<file path="config.mk">
export PLATFORM = sky130hd
export DESIGN_NAME = picorv32_mem_arbiter
export DESIGN_NICKNAME = d
export VERILOG_FILES = /design/src/rtl/picorv32_mem_arbiter.sv
export SDC_FILE = /design/constraint.sdc
export NUM_CORES = 1
export LEC_CHECK = 0
export CORE_AREA = 2 2 122 124
export CTS_CLUSTER_SIZE = 40
export DETAILED_ROUTE_END_ITERATION = 10
export DIE_AREA = 0 0 124 126
export PLACE_DENSITY_LB_ADDON = 0.3
export SYNTH_ARGS = -nofsm -noshare
export SYNTH_HDL_FRONTEND = slang
export SYNTH_SLANG_ARGS = --single-unit
</file>
<file path="constraint.sdc">
create_clock -name clk -period 2.6 [get_ports clk]
set_input_delay 0.26 -clock clk [delete_from_list [all_inputs] [get_ports clk]]
set_output_delay 0.26 -clock clk [all_outputs]
set_load 0.01 [all_outputs]
</file>
<file path="src/rtl/picorv32_mem_arbiter.sv">
// rtl/picorv32_mem_arbiter.sv - two-master arbiter sharing one picorv32 native memory port
//
// Purpose: grants one of two picorv32 native-port masters (m0, m1) access to a
// single shared memory port. One transaction is in flight at a time and the
// grant is held from request until completion. Arbitration costs one IDLE cycle.
// FIXED_PRIO = 0 alternates on simultaneous requests, FIXED_PRIO = 1 favours m0.
// Optional feature macro: MEM_ARB_TIMEOUT_EN adds the TIMEOUT_CYCLES parameter,
// an abort counter and the sticky timeout_err output.
//
// Ports:
//   clk, reset      rising-edge clock, asynchronous active-high reset
//   m0_* / m1_*     master ports: valid/instr/addr/wdata/wstrb in, ready/rdata out
//   s_*             shared port: valid/instr/addr/wdata/wstrb out, ready/rdata in
//   timeout_err     sticky abort flag (MEM_ARB_TIMEOUT_EN only)
//   grant           one-hot current owner, 2'b00 when idle

module picorv32_mem_arbiter #(
    parameter int FIXED_PRIO = 0
`ifdef MEM_ARB_TIMEOUT_EN
    ,
    parameter int TIMEOUT_CYCLES = 1024
`endif
) (
    input  logic        clk,
    input  logic        reset,
    input  logic        m0_valid,
    input  logic        m0_instr,
    input  logic [31:0] m0_addr,
    input  logic [31:0] m0_wdata,
    input  logic [3:0]  m0_wstrb,
    output logic        m0_ready,
    output logic [31:0] m0_rdata,
    input  logic        m1_valid,
    input  logic        m1_instr,
    input  logic [31:0] m1_addr,
    input  logic [31:0] m1_wdata,
    input  logic [3:0]  m1_wstrb,
    output logic        m1_ready,
    output logic [31:0] m1_rdata,
    output logic        s_valid,
    output logic        s_instr,
    output logic [31:0] s_addr,
    output logic [31:0] s_wdata,
    output logic [3:0]  s_wstrb,
    input  logic        s_ready,
    input  logic [31:0] s_rdata,
`ifdef MEM_ARB_TIMEOUT_EN
    output logic        timeout_err,
`endif
    output logic [1:0]  grant
);

    typedef enum logic [1:0] {
        IDLE  = 2'd0,
        BUSY0 = 2'd1,
        BUSY1 = 2'd2
    } state_t;

    state_t      state;
    state_t      state_next;
    logic        last_grant;    // 0: m0 owned the last transaction, 1: m1
    logic        pick1;         // arbitration result while IDLE
    logic        busy;
    logic        done;
    logic        timeout_hit;
    logic        instr_q;
    logic [31:0] addr_q;
    logic [31:0] wdata_q;
    logic [3:0]  wstrb_q;

    assign busy = (state != IDLE);
    assign done = busy && (s_ready || timeout_hit);

`ifdef MEM_ARB_TIMEOUT_EN
    localparam logic [15:0] WAIT_LIMIT = 16'(TIMEOUT_CYCLES - 1);

    logic [15:0] wait_cnt;

    // A real s_ready on the limit cycle takes precedence over the abort.
    assign timeout_hit = busy && !s_ready && (wait_cnt == WAIT_LIMIT);

    always_ff @(posedge clk or posedge reset) begin
        if (reset) begin
            wait_cnt    <= '0;
            timeout_err <= 1'b0;
        end else begin
            // Held at zero while IDLE, so every transaction starts counting from 0.
            if (!busy) begin
                wait_cnt <= '0;
            end else if (!s_ready && !timeout_hit) begin
                wait_cnt <= wait_cnt + 16'd1;
            end
            if (timeout_hit) begin
                timeout_err <= 1'b1;
            end
        end
    end
`else
    assign timeout_hit = 1'b0;
`endif

    // State register
    always_ff @(posedge clk or posedge reset) begin
        if (reset) begin
            state      <= IDLE;
            last_grant <= 1'b1;
        end else begin
            state <= state_next;
            if (done) begin
                last_grant <= (state == BUSY1);
            end
        end
    end

    // Next-state logic
    always_comb begin
        pick1      = 1'b0;
        state_next = state;
        case (state)
            IDLE: begin
                if (m0_valid && m1_valid) begin
                    // Round-robin hands the tie to whoever did not go last.
                    pick1 = (FIXED_PRIO == 0) && !last_grant;
                end else begin
                    pick1 = m1_valid;
                end
                if (m0_valid || m1_valid) begin
                    state_next = pick1 ? BUSY1 : BUSY0;
                end
            end
            BUSY0, BUSY1: begin
                if (done) begin
                    state_next = IDLE;
                end
            end
            default: state_next = IDLE;
        endcase
    end

    // Request is frozen on the granting edge so master activity cannot disturb it.
    always_ff @(posedge clk or posedge reset) begin
        if (reset) begin
            instr_q <= 1'b0;
            addr_q  <= '0;
            wdata_q <= '0;
            wstrb_q <= '0;
        end else if (!busy && (state_next != IDLE)) begin
            instr_q <= pick1 ? m1_instr : m0_instr;
            addr_q  <= pick1 ? m1_addr  : m0_addr;
            wdata_q <= pick1 ? m1_wdata : m0_wdata;
            wstrb_q <= pick1 ? m1_wstrb : m0_wstrb;
        end
    end

    // Output logic; readies are combinational from s_ready, so reset clears them at once.
    always_comb begin
        s_valid  = busy;
        grant    = {state == BUSY1, state == BUSY0};
        s_instr  = instr_q;
        s_addr   = addr_q;
        s_wdata  = wdata_q;
        s_wstrb  = wstrb_q;
        m0_ready = (state == BUSY0) && (s_ready || timeout_hit);
        m1_ready = (state == BUSY1) && (s_ready || timeout_hit);
        // An aborted transaction returns zero data.
        m0_rdata = ((state == BUSY0) && s_ready) ? s_rdata : 32'h0000_0000;
        m1_rdata = ((state == BUSY1) && s_ready) ? s_rdata : 32'h0000_0000;
    end

endmodule

</file>
==> impl_results.md, run 1 <==
- Clock Power Share: 18.1%
- Synth top area share: 46.1%
- Synth area leader: dfrtp_1
- Multi-input combinational cell area: 1860 µm²
- DP Wirelength: 10.6 mm
- Worst VDD drop: 0.709 mV
- Mapped Avg Cell Area: 9.57 µm²
- Placed cell area: 7130 µm²
- Worst Reg-to-Reg Cells: 7
- Status: finished, final reports clean
- Mapped Area: 3860 µm²
- Core area: 14300 µm²
- Hold Path Class: in -> async
- Critical Path Start Type: flip-flop
- Htree depth: 3
- Total GRT Usage: 16.6%
- Vias in the first global route: 4084
- Power Density: 989 nW/µm²
- Clock Sinks: 72
- Cell variety after synth: 21
- Final Hold Fails: 0
- Synth-to-Final Area Change: 93.1%
- Asr flop ratio synth: 100%
- Die Area: 15600 µm²
- Total number of yosys warnings: 0
- # resized after CTS: 0
- Crit share post-route: 89.8%
- Drt initial violations: 93
- Num CTS Buffers: 9
- Max Clk Rate: 428 MHz
- Gpl congestion: 0.714
- Total iterations of the first detailed-routing run: 4
- Max-slew violation count: 0
- Post-synth top cells: a21oi_1, dfrtp_1, nor2_1
- RR Startpoint: state[1]
- Post-synth EDFFs: 0
- Layout cells sized above 1: 4.13%
- Worst-Skew Late Latency: 330 ps
- Routing usage on met2: 33.4%
- Via density: 4.60
- Main synth FF type: dfrtp_1
- Max clock buf depth: 2
- Part of the power in registers: 27.1%
- Crit path kind: reg -> out
- Largest net degree at the start of global routing: 139
- DR WL/cell: 15.2 µm
- Internal Power: 4.67 mW
- PortBufs: 312
- Final instance area: 7450 µm²
- RSZ-0062 raised after global routing: no
- Crit path max fanout: 34
- DIE HEIGHT: 126 µm
- M1 GR Usage: 16.2%
- Worst Tran Pin Value: 586 ps
- Initial core utilization: 26.9%
- # hold bufs at CTS: 0
- Total gr overflow: 0
- Top post-synthesis cells by area: dfrtp_1, mux2i_1, and3_1
- Worst path required time: 2340 ps
- Reg area: 1800 µm²
- Met3 usage: 3.44%
- Critical Path Sink Type: output pin
- #FFs+latches synth: 72
- Post-Layout Cell Count: 887
- # setup viols final: 0
- First-pass GRT wire length: 20.1 mm
- Vias: 4081
- Net Switching: 2.70 mW
- RR Endpoint: s_wdata[20]
- Routed wire length: 13.5 mm
- Comb pwr share: 54.8%
- # IOs: 313
- Cell Rows: 44
- # fillers: 1335
- Initial antenna violation count: 1
- Die Wd: 124 µm
- Leak: 3.46 nW
- Post-Route Setup TNS: 0 ps
- Rel. slew slack: 60.9%
- CTS tree: built
- DRC Markers: 0
- Final net count: 876
- Sw Ratio: 36.6%
- Flop-to-flop setup slack: 550 ps
- Gr busiest metal: met2
- DP Cell Count: 870
- Clk slew on worst S/H paths: 60 ps
- Clk root buf: clkbuf_16
- Clk_skew: 9.19 ps
- Sequential element share of the synthesized area: 46.7%
- Setup Fix Bufs, Post-CTS: 0
- Antenna Violating Nets Remaining: 0
- Max-capacitance violation count: 0
- Worst path arrival time: 2070 ps
- Post-Synthesis Cells: 403
- Min Tclk post-route: 2330 ps
- Syn_nets: 582
critical path, cell delays in order, from the launching register on:
cell	delay [ps]
dfrtp_1	440
inv_1	110
ha_1	170
buf_4	280
and3_1	200
clkdlybuf4s50_1	570
cell families after synthesis:
kind of cell | after synthesis | synth area share [%]
and+or+nand+nor | 142 | 18.3
DFF | 72 | 46.7
AOI/OAI and AO/OA | 74 | 9.89
buffers and inverters | 41 | 5.55
muxes | 70 | 18.2
adders and majority gates | 4 | 1.30
flip-flops by register name (all words and copies together), names as in the netlist:
name,cells
s_wstrb,4
s_instr,1
last_grant,1
s_addr,32
state,2
s_wdata,32
worst max-delay path by stage:
stage	startpoint	end	slack (ps)	cells after the start
floorplan	reset	s_addr[0]	520	1
global placement	s_ready	m1_rdata[18]	460	4
detailed placement	s_ready	m1_rdata[18]	440	4
CTS	state[0]	m1_rdata[18]	240	5
global route	state[0]	m1_rdata[18]	120	5
finish	state[0]	m1_rdata[18]	270	5
power groups by stage:
stage / clock (mW) / sequential [mW] / combinational (mW)
after floorplan: 0 / 2.25 / 1.86
after global placement: 0 / 1.99 / 4.02
after detailed placement: 0 / 2.01 / 4.10
after CTS: 1.36 / 2.01 / 4.11
after global routing: 1.40 / 2.07 / 4.42
final: 1.33 / 2.00 / 4.04
through the flow:
step / setup WS (ps) / power (mW) / hold WS (ps) / util (%)
finish: 265 / 7.36 / 336 / 52.0
global route: 122 / 7.90 / 400 / 52.0
CTS: 243 / 7.48 / 349 / 52.0
detailed placement: 436 / 6.12 / 517 / 49.8
global placement: 464 / 6.01 / 509 / 49.8
floorplan: 517 / 4.11 / 467 / -
cells in the final DEF, fill, tap and decap left out, types with 2 or more instances in the layout:
cell type	netlist	layout
nor2_1	70	70
dfrtp_1	71	71
bufinv_16	0	2
nand2_1	3	3
mux2i_1	69	69
clkdlybuf4s50_1	0	312
buf_4	11	4
inv_1	5	4
clkbuf_16	0	9
a21oi_1	71	71
clkinv_2	0	3
and3_1	64	64
and2_1	2	2
buf_12	0	3
ha_1	4	4
cell type report:
| cell class | instances | area share [%] |
|---|---|---|
| clock inverter | 6 | 1.11 |
| multi-input combinational | 290 | 25.0 |
| timing repair buffer | 319 | 43.1 |
| antenna | 1 | 0.0336 |
| tap | 184 | 3.09 |
| clock buffer | 10 | 3.21 |
| inverter | 5 | 0.252 |
| sequential | 72 | 24.2 |
per-layer routing:
| metal | share of wire (%) | wire length [µm] |
|---|---|---|
| met2 | 55 | 7470 |
| met3 | 8.2 | 1110 |
| met5 | 0 | 0 |
| met1 | 35 | 4670 |
| met4 | 1.6 | 216 |
(Power assumes the default switching activity.)
==> run 2, diff against run 1 <==
--- a/config.mk
+++ b/config.mk
@@ -10,6 +10,7 @@
 export DETAILED_ROUTE_END_ITERATION = 10
 export DIE_AREA = 0 0 124 126
 export PLACE_DENSITY_LB_ADDON = 0.3
+export RECOVER_POWER = 25
 export SYNTH_ARGS = -nofsm -noshare
 export SYNTH_HDL_FRONTEND = slang
 export SYNTH_SLANG_ARGS = --single-unit
==> run 2 against run 1 <==
Power about the same. Final area shrank 0.20%. Flip-flop and latch count unchanged. The run now ends with max-capacitance violations, max-slew violations left. Worst setup slack improved by 0.79 ps. Combinational power barely moved. Fmax is essentially flat. Largest power group unchanged. Non-clock buffer count unchanged. Utilization decreased by 0.10 points. Register-to-register slack hardly changed. Highest routed layer unchanged.
==> impl_results.md, run 2 (same netlist as run 1, synthesis figures left out) <==
- Cell Rows: 44
- Worst Tran Pin Value: 1760 ps
- Critical Path Start Type: flip-flop
- Met3 usage: 3.44%
- Crit path kind: reg -> out
- Status: finished, violations left
- Final Hold Fails: 0
- Vias: 4089
- Gr busiest metal: met2
- PortBufs: 312
- CTS tree: built
- Core area: 14300 µm²
- Worst VDD drop: 0.710 mV
- Most frequent cells in the layout: clkdlybuf4s50_1, a21oi_1, dfrtp_1
- Clk root buf: clkbuf_16
- Largest net degree at the start of global routing: 139
- Antenna Violating Nets Remaining: 0
- Htree depth: 3
- Max Clk Rate: 428 MHz
- Worst setup path start: state[1]
- Max-slew violation count: 73
- Worst path arrival time: 2070 ps
- # resized after CTS: 0
- RR Endpoint: s_wdata[20]
- Setup Fix Bufs, Post-CTS: 0
- Slowest cell on crit path: clkdlybuf4s50_1
- Multi-input combinational cell area: 1860 µm²
- DRC Markers: 0
- DP Wirelength: 10.6 mm
- Violated checks: max-capacitance violations, max-slew violations
- Fin Hold WS: 525 ps
- Die Wd: 124 µm
- Routed wire length: 13.5 mm
- Initial antenna violation count: 1
- Total power: 7.36 mW
- Max clock buf depth: 2
- Flop-to-flop setup slack: 540 ps
- Total GRT Usage: 16.6%
- Total iterations of the first detailed-routing run: 4
- Critical path depth: 5
- Clock Sinks: 72
- Commonest non-fill, non-tap cell in the layout: clkdlybuf4s50_1
- Leak: 3.45 nW
- Drt initial violations: 102
- Final instance area: 7430 µm²
- Post-Layout Cell Count: 887
- CP Cell Sequence: inv_1 > ha_1 > buf_4 > and3_1 > clkdlybuf4s50_1
- Clk_skew: 9.12 ps
- Via density: 4.61
- Die Area: 15600 µm²
- First-pass GRT wire length: 20.1 mm
- Worst-Skew Late Latency: 330 ps
- Rel. slew slack: -17.3%
- Pre-CTS WS: 436 ps
- Min Tclk post-route: 2330 ps
- Hold Path Class: reg -> reg
- DP Cell Count: 870
- Placed cell area: 7130 µm²
- RR Startpoint: state[1]
- Num CTS Buffers: 9
- Worst path required time: 2340 ps
- Power Density: 990 nW/µm²
- Final net count: 876
- M1 GR Usage: 16.2%
- # setup viols final: 0
- Vias in the first global route: 4084
- Hold Crit Depth: 2
- Worst Reg-to-Reg Cells: 7
- Routing usage on met2: 33.4%
- Layout Utilization: 51.9%
- Critical Path Sink Type: output pin
- Synth-to-Final Area Change: 92.7%
- Crit path to: m0_rdata[14]
- WP buf/inv: 3
- Initial core utilization: 26.9%
- Post-Route Setup TNS: 0 ps
- # IOs: 313
- Reg area: 1800 µm²
- Crit share post-route: 89.8%
- # hold bufs at CTS: 0
- RSZ-0062 raised after global routing: no
- Setup ws final: 266 ps
- DR WL/cell: 15.2 µm
- Clk slew on worst S/H paths: 60 ps
- Max-capacitance violation count: 1
- Crit path max fanout: 34
- Total gr overflow: 0
- Crit path largest cell delay: 550 ps
- DIE HEIGHT: 126 µm
- Gpl congestion: 0.714
- Layout cells sized above 1: 3.99%
- # fillers: 1337
- CP top delay family: buffers and inverters
run 2: changes by cell type in the layout (fill, tap and decap cells not counted), sizes merged:
| cell | delta |
|---|---|
| clkinv | +1 |
| buf | -1 |
| dlygate4sd3 | +1 |
| clkdlybuf4s50 | -1 |
| inv | -1 |
| clkbuf | +1 |
run 2: where the power goes:
group          total [mW]  leakage [nW]  switching [mW]  internal, mW
logic                4.03          2.49            1.93          2.10
clock network        1.33         0.158           0.471         0.861
registers            2.00         0.798           0.294          1.70
total                7.36          3.45            2.70          4.66
run 2: how the worst min path moves through the flow:
stage,start,end,slack (ps)
after floorplan,m1_addr[26],s_addr[26],470
after global placement,s_addr[8],s_addr[8],510
after detailed placement,s_addr[17],s_addr[17],520
after CTS,reset,s_addr[15],350
after global routing,s_addr[29],s_addr[29],550
final,s_wdata[19],s_wdata[19],530
run 2: final cells by class:
class | instances | area share [%]
clock inverters | 6 | 1.11
multi-input cells | 290 | 25.0
clock buffers | 10 | 3.21
flip-flops and latches | 72 | 24.3
repair buffers | 319 | 43.0
inverters | 5 | 0.252
diodes | 1 | 0.0337
well taps | 184 | 3.10
run 2: per-layer routing:
metal	wire (µm)	part of all wire [%]
met1	4670	35
met3	1120	8.3
met2	7460	55
met5	0	0
met4	216	1.6
run 2: worst min-delay path, stage by stage (launching register included):
cell and delay [ps]:
dfrtp_1 340, nor2_1 50, a21oi_1 100
==> run 3, diff against run 2 <==
--- a/config.mk
+++ b/config.mk
@@ -9,7 +9,7 @@
 export CTS_CLUSTER_SIZE = 40
 export DETAILED_ROUTE_END_ITERATION = 10
 export DIE_AREA = 0 0 124 126
-export PLACE_DENSITY_LB_ADDON = 0.3
+export PLACE_DENSITY = 0.81
 export RECOVER_POWER = 25
 export SYNTH_ARGS = -nofsm -noshare
 export SYNTH_HDL_FRONTEND = slang
==> run 3 against run 2 <==
The flow now finishes without violations. Power increased by 0.69%. Final area increased by 0.62%. Utilization increased by 0.32 points. Wire length decreased by 3.5%. Flip-flop and latch count unchanged. Count of clock-buffer cells in the layout unchanged. Combinational power increased by 1%. Non-clock buffer count increased by 1.
==> impl_results.md, run 3 (same netlist as run 1, synthesis figures left out) <==
- Vias: 4035
- Crit path to: m0_rdata[2]
- Final instance area: 7480 µm²
- Worst-Skew Late Latency: 330 ps
- Final net count: 877
- Rel. slew slack: 12.0%
- Most frequent cells in the layout: clkdlybuf4s50_1, a21oi_1, dfrtp_1
- Clk root buf: clkbuf_16
- Worst path required time: 2340 ps
- Final Hold Fails: 0
- DIE HEIGHT: 126 µm
- RR Endpoint: s_wstrb[1]
- Cell Rows: 44
- Placed cell area: 7160 µm²
- Max-capacitance violation count: 0
- Crit path max fanout: 34
- Max-slew violation count: 0
- # IOs: 313
- Commonest non-fill, non-tap cell in the layout: clkdlybuf4s50_1
- Clk slew on worst S/H paths: 60 ps
- Crit path kind: reg -> out
- Num CTS Buffers: 9
- CP Cell Sequence: inv_1 > ha_1 > buf_4 > and3_1 > clkdlybuf4s50_1
- Routed wire length: 13.0 mm
- Initial antenna violation count: 1
- Hold Path Class: reg -> reg
- Setup ws final: 247 ps
- Diode count: 0
- Drt initial violations: 202
- Max Clk Rate: 425 MHz
- Layout cells sized above 1: 4.13%
- Slowest cell on crit path: clkdlybuf4s50_1
- Largest net degree at the start of global routing: 91
- RSZ-0062 raised after global routing: no
- # hold bufs at CTS: 0
- Post-Route Setup TNS: 0 ps
- # setup viols final: 0
- Gpl congestion: 0.763
- Critical Path Start Type: flip-flop
- Worst setup path start: state[1]
- DP Wirelength: 10.2 mm
- Antenna Violating Nets Remaining: 0
- Total gr overflow: 0
- Worst VDD drop: 0.502 mV
- Core area: 14300 µm²
- Vias in the first global route: 3904
- Worst Tran Pin Value: 1310 ps
- WP buf/inv: 3
- CP top delay family: buffers and inverters
- Crit share post-route: 90.5%
- DRC Markers: 0
- Die Area: 15600 µm²
- Status: finished, final reports clean
- Worst Reg-to-Reg Cells: 7
- Power Density: 991 nW/µm²
- Htree depth: 3
- Leak: 3.46 nW
- Critical path depth: 5
- PortBufs: 312
- CTS tree: built
- First-pass GRT wire length: 19.7 mm
- RR Startpoint: state[1]
- Flop-to-flop setup slack: 600 ps
- Clock Sinks: 72
- Clk_skew: 7.46 ps
- DR WL/cell: 14.6 µm
- Synth-to-Final Area Change: 93.9%
- Die Wd: 124 µm
- Via density: 4.55
- Max clock buf depth: 2
- Initial core utilization: 26.9%
- Min Tclk post-route: 2350 ps
- Worst path arrival time: 2090 ps
- Total GRT Usage: 16.3%
- Pre-CTS WS: 557 ps
- Setup Fix Bufs, Post-CTS: 0
- Crit path largest cell delay: 540 ps
- Critical Path Sink Type: output pin
- # resized after CTS: 0
- Total iterations of the first detailed-routing run: 5
## run 3: changes by cell type in the layout (fill, tap and decap cells not counted)
cell,delta
buf_12,+3
clkinv_2,-2
buf_4,-1
clkbuf_1,+1
clkbuf_2,-1
clkbuf_8,-1
clkinv_1,-1
clkinv_4,+1
clkinvlp_2,+1
diode_2,-1
inv_8,+1
## run 3: worst min path at each step
stage | start | endpoint | slack (ps) | depth (start not counted)
floorplan | m1_addr[26] | s_addr[26] | 470 | 2
global placement | s_addr[9] | s_addr[9] | 500 | 2
detailed placement | s_wdata[24] | s_wdata[24] | 520 | 2
CTS | reset | s_wdata[3] | 280 | 2
global route | s_addr[30] | s_addr[30] | 550 | 2
finish | s_addr[9] | s_addr[9] | 520 | 2
## run 3: worst reg2reg max path: cells and delay by family, from the launching register on
| kind | cells | cell delay [ps] |
|---|---|---|
| buffers and inverters | 3 | 740 |
| DFF | 1 | 410 |
| adders and majority gates | 1 | 260 |
| and+or+nand+nor | 1 | 110 |
| AOI/OAI and AO/OA | 2 | 400 |
## run 3: through the flow
stage / hold WS, ps / utilization (%) / power, mW / cells
6_report: 524 / 52.3 / 7.41 / 887
3_3_place_gp: 504 / 50.0 / 6.05 / 871
4_1_cts: 279 / 52.3 / 7.52 / 887
3_5_place_dp: 518 / 50.0 / 6.14 / 871
2_1_floorplan: 467 / - / 4.11 / 403
5_1_grt: 551 / 52.3 / 7.96 / 887
## run 3: metal layers
layer	wire [µm]	part of all wire [%]	up-vias	global-route usage (%)
met5	13	0.10	-	0
met4	160	1.2	2	4.36
met3	1360	10	14	5.66
met2	6810	52	181	30.3
met1	4640	36	1838	17.1
li1	-	-	2000	-
## run 3: area by class of cell
cell class,count,area [µm²]
fill,1310,6830
clock buffer,10,229
timing repair buffer,320,3250
multi-input combinational,290,1860
sequential,72,1800
inverter,5,20.0
clock inverter,6,92.6
tap,184,230
## run 3: report_power, final
group	total, mW	switching (mW)	internal (mW)
registers	2.00	0.295	1.70
clock network	1.34	0.490	0.847
logic	4.08	1.95	2.13
total	7.41	2.74	4.68
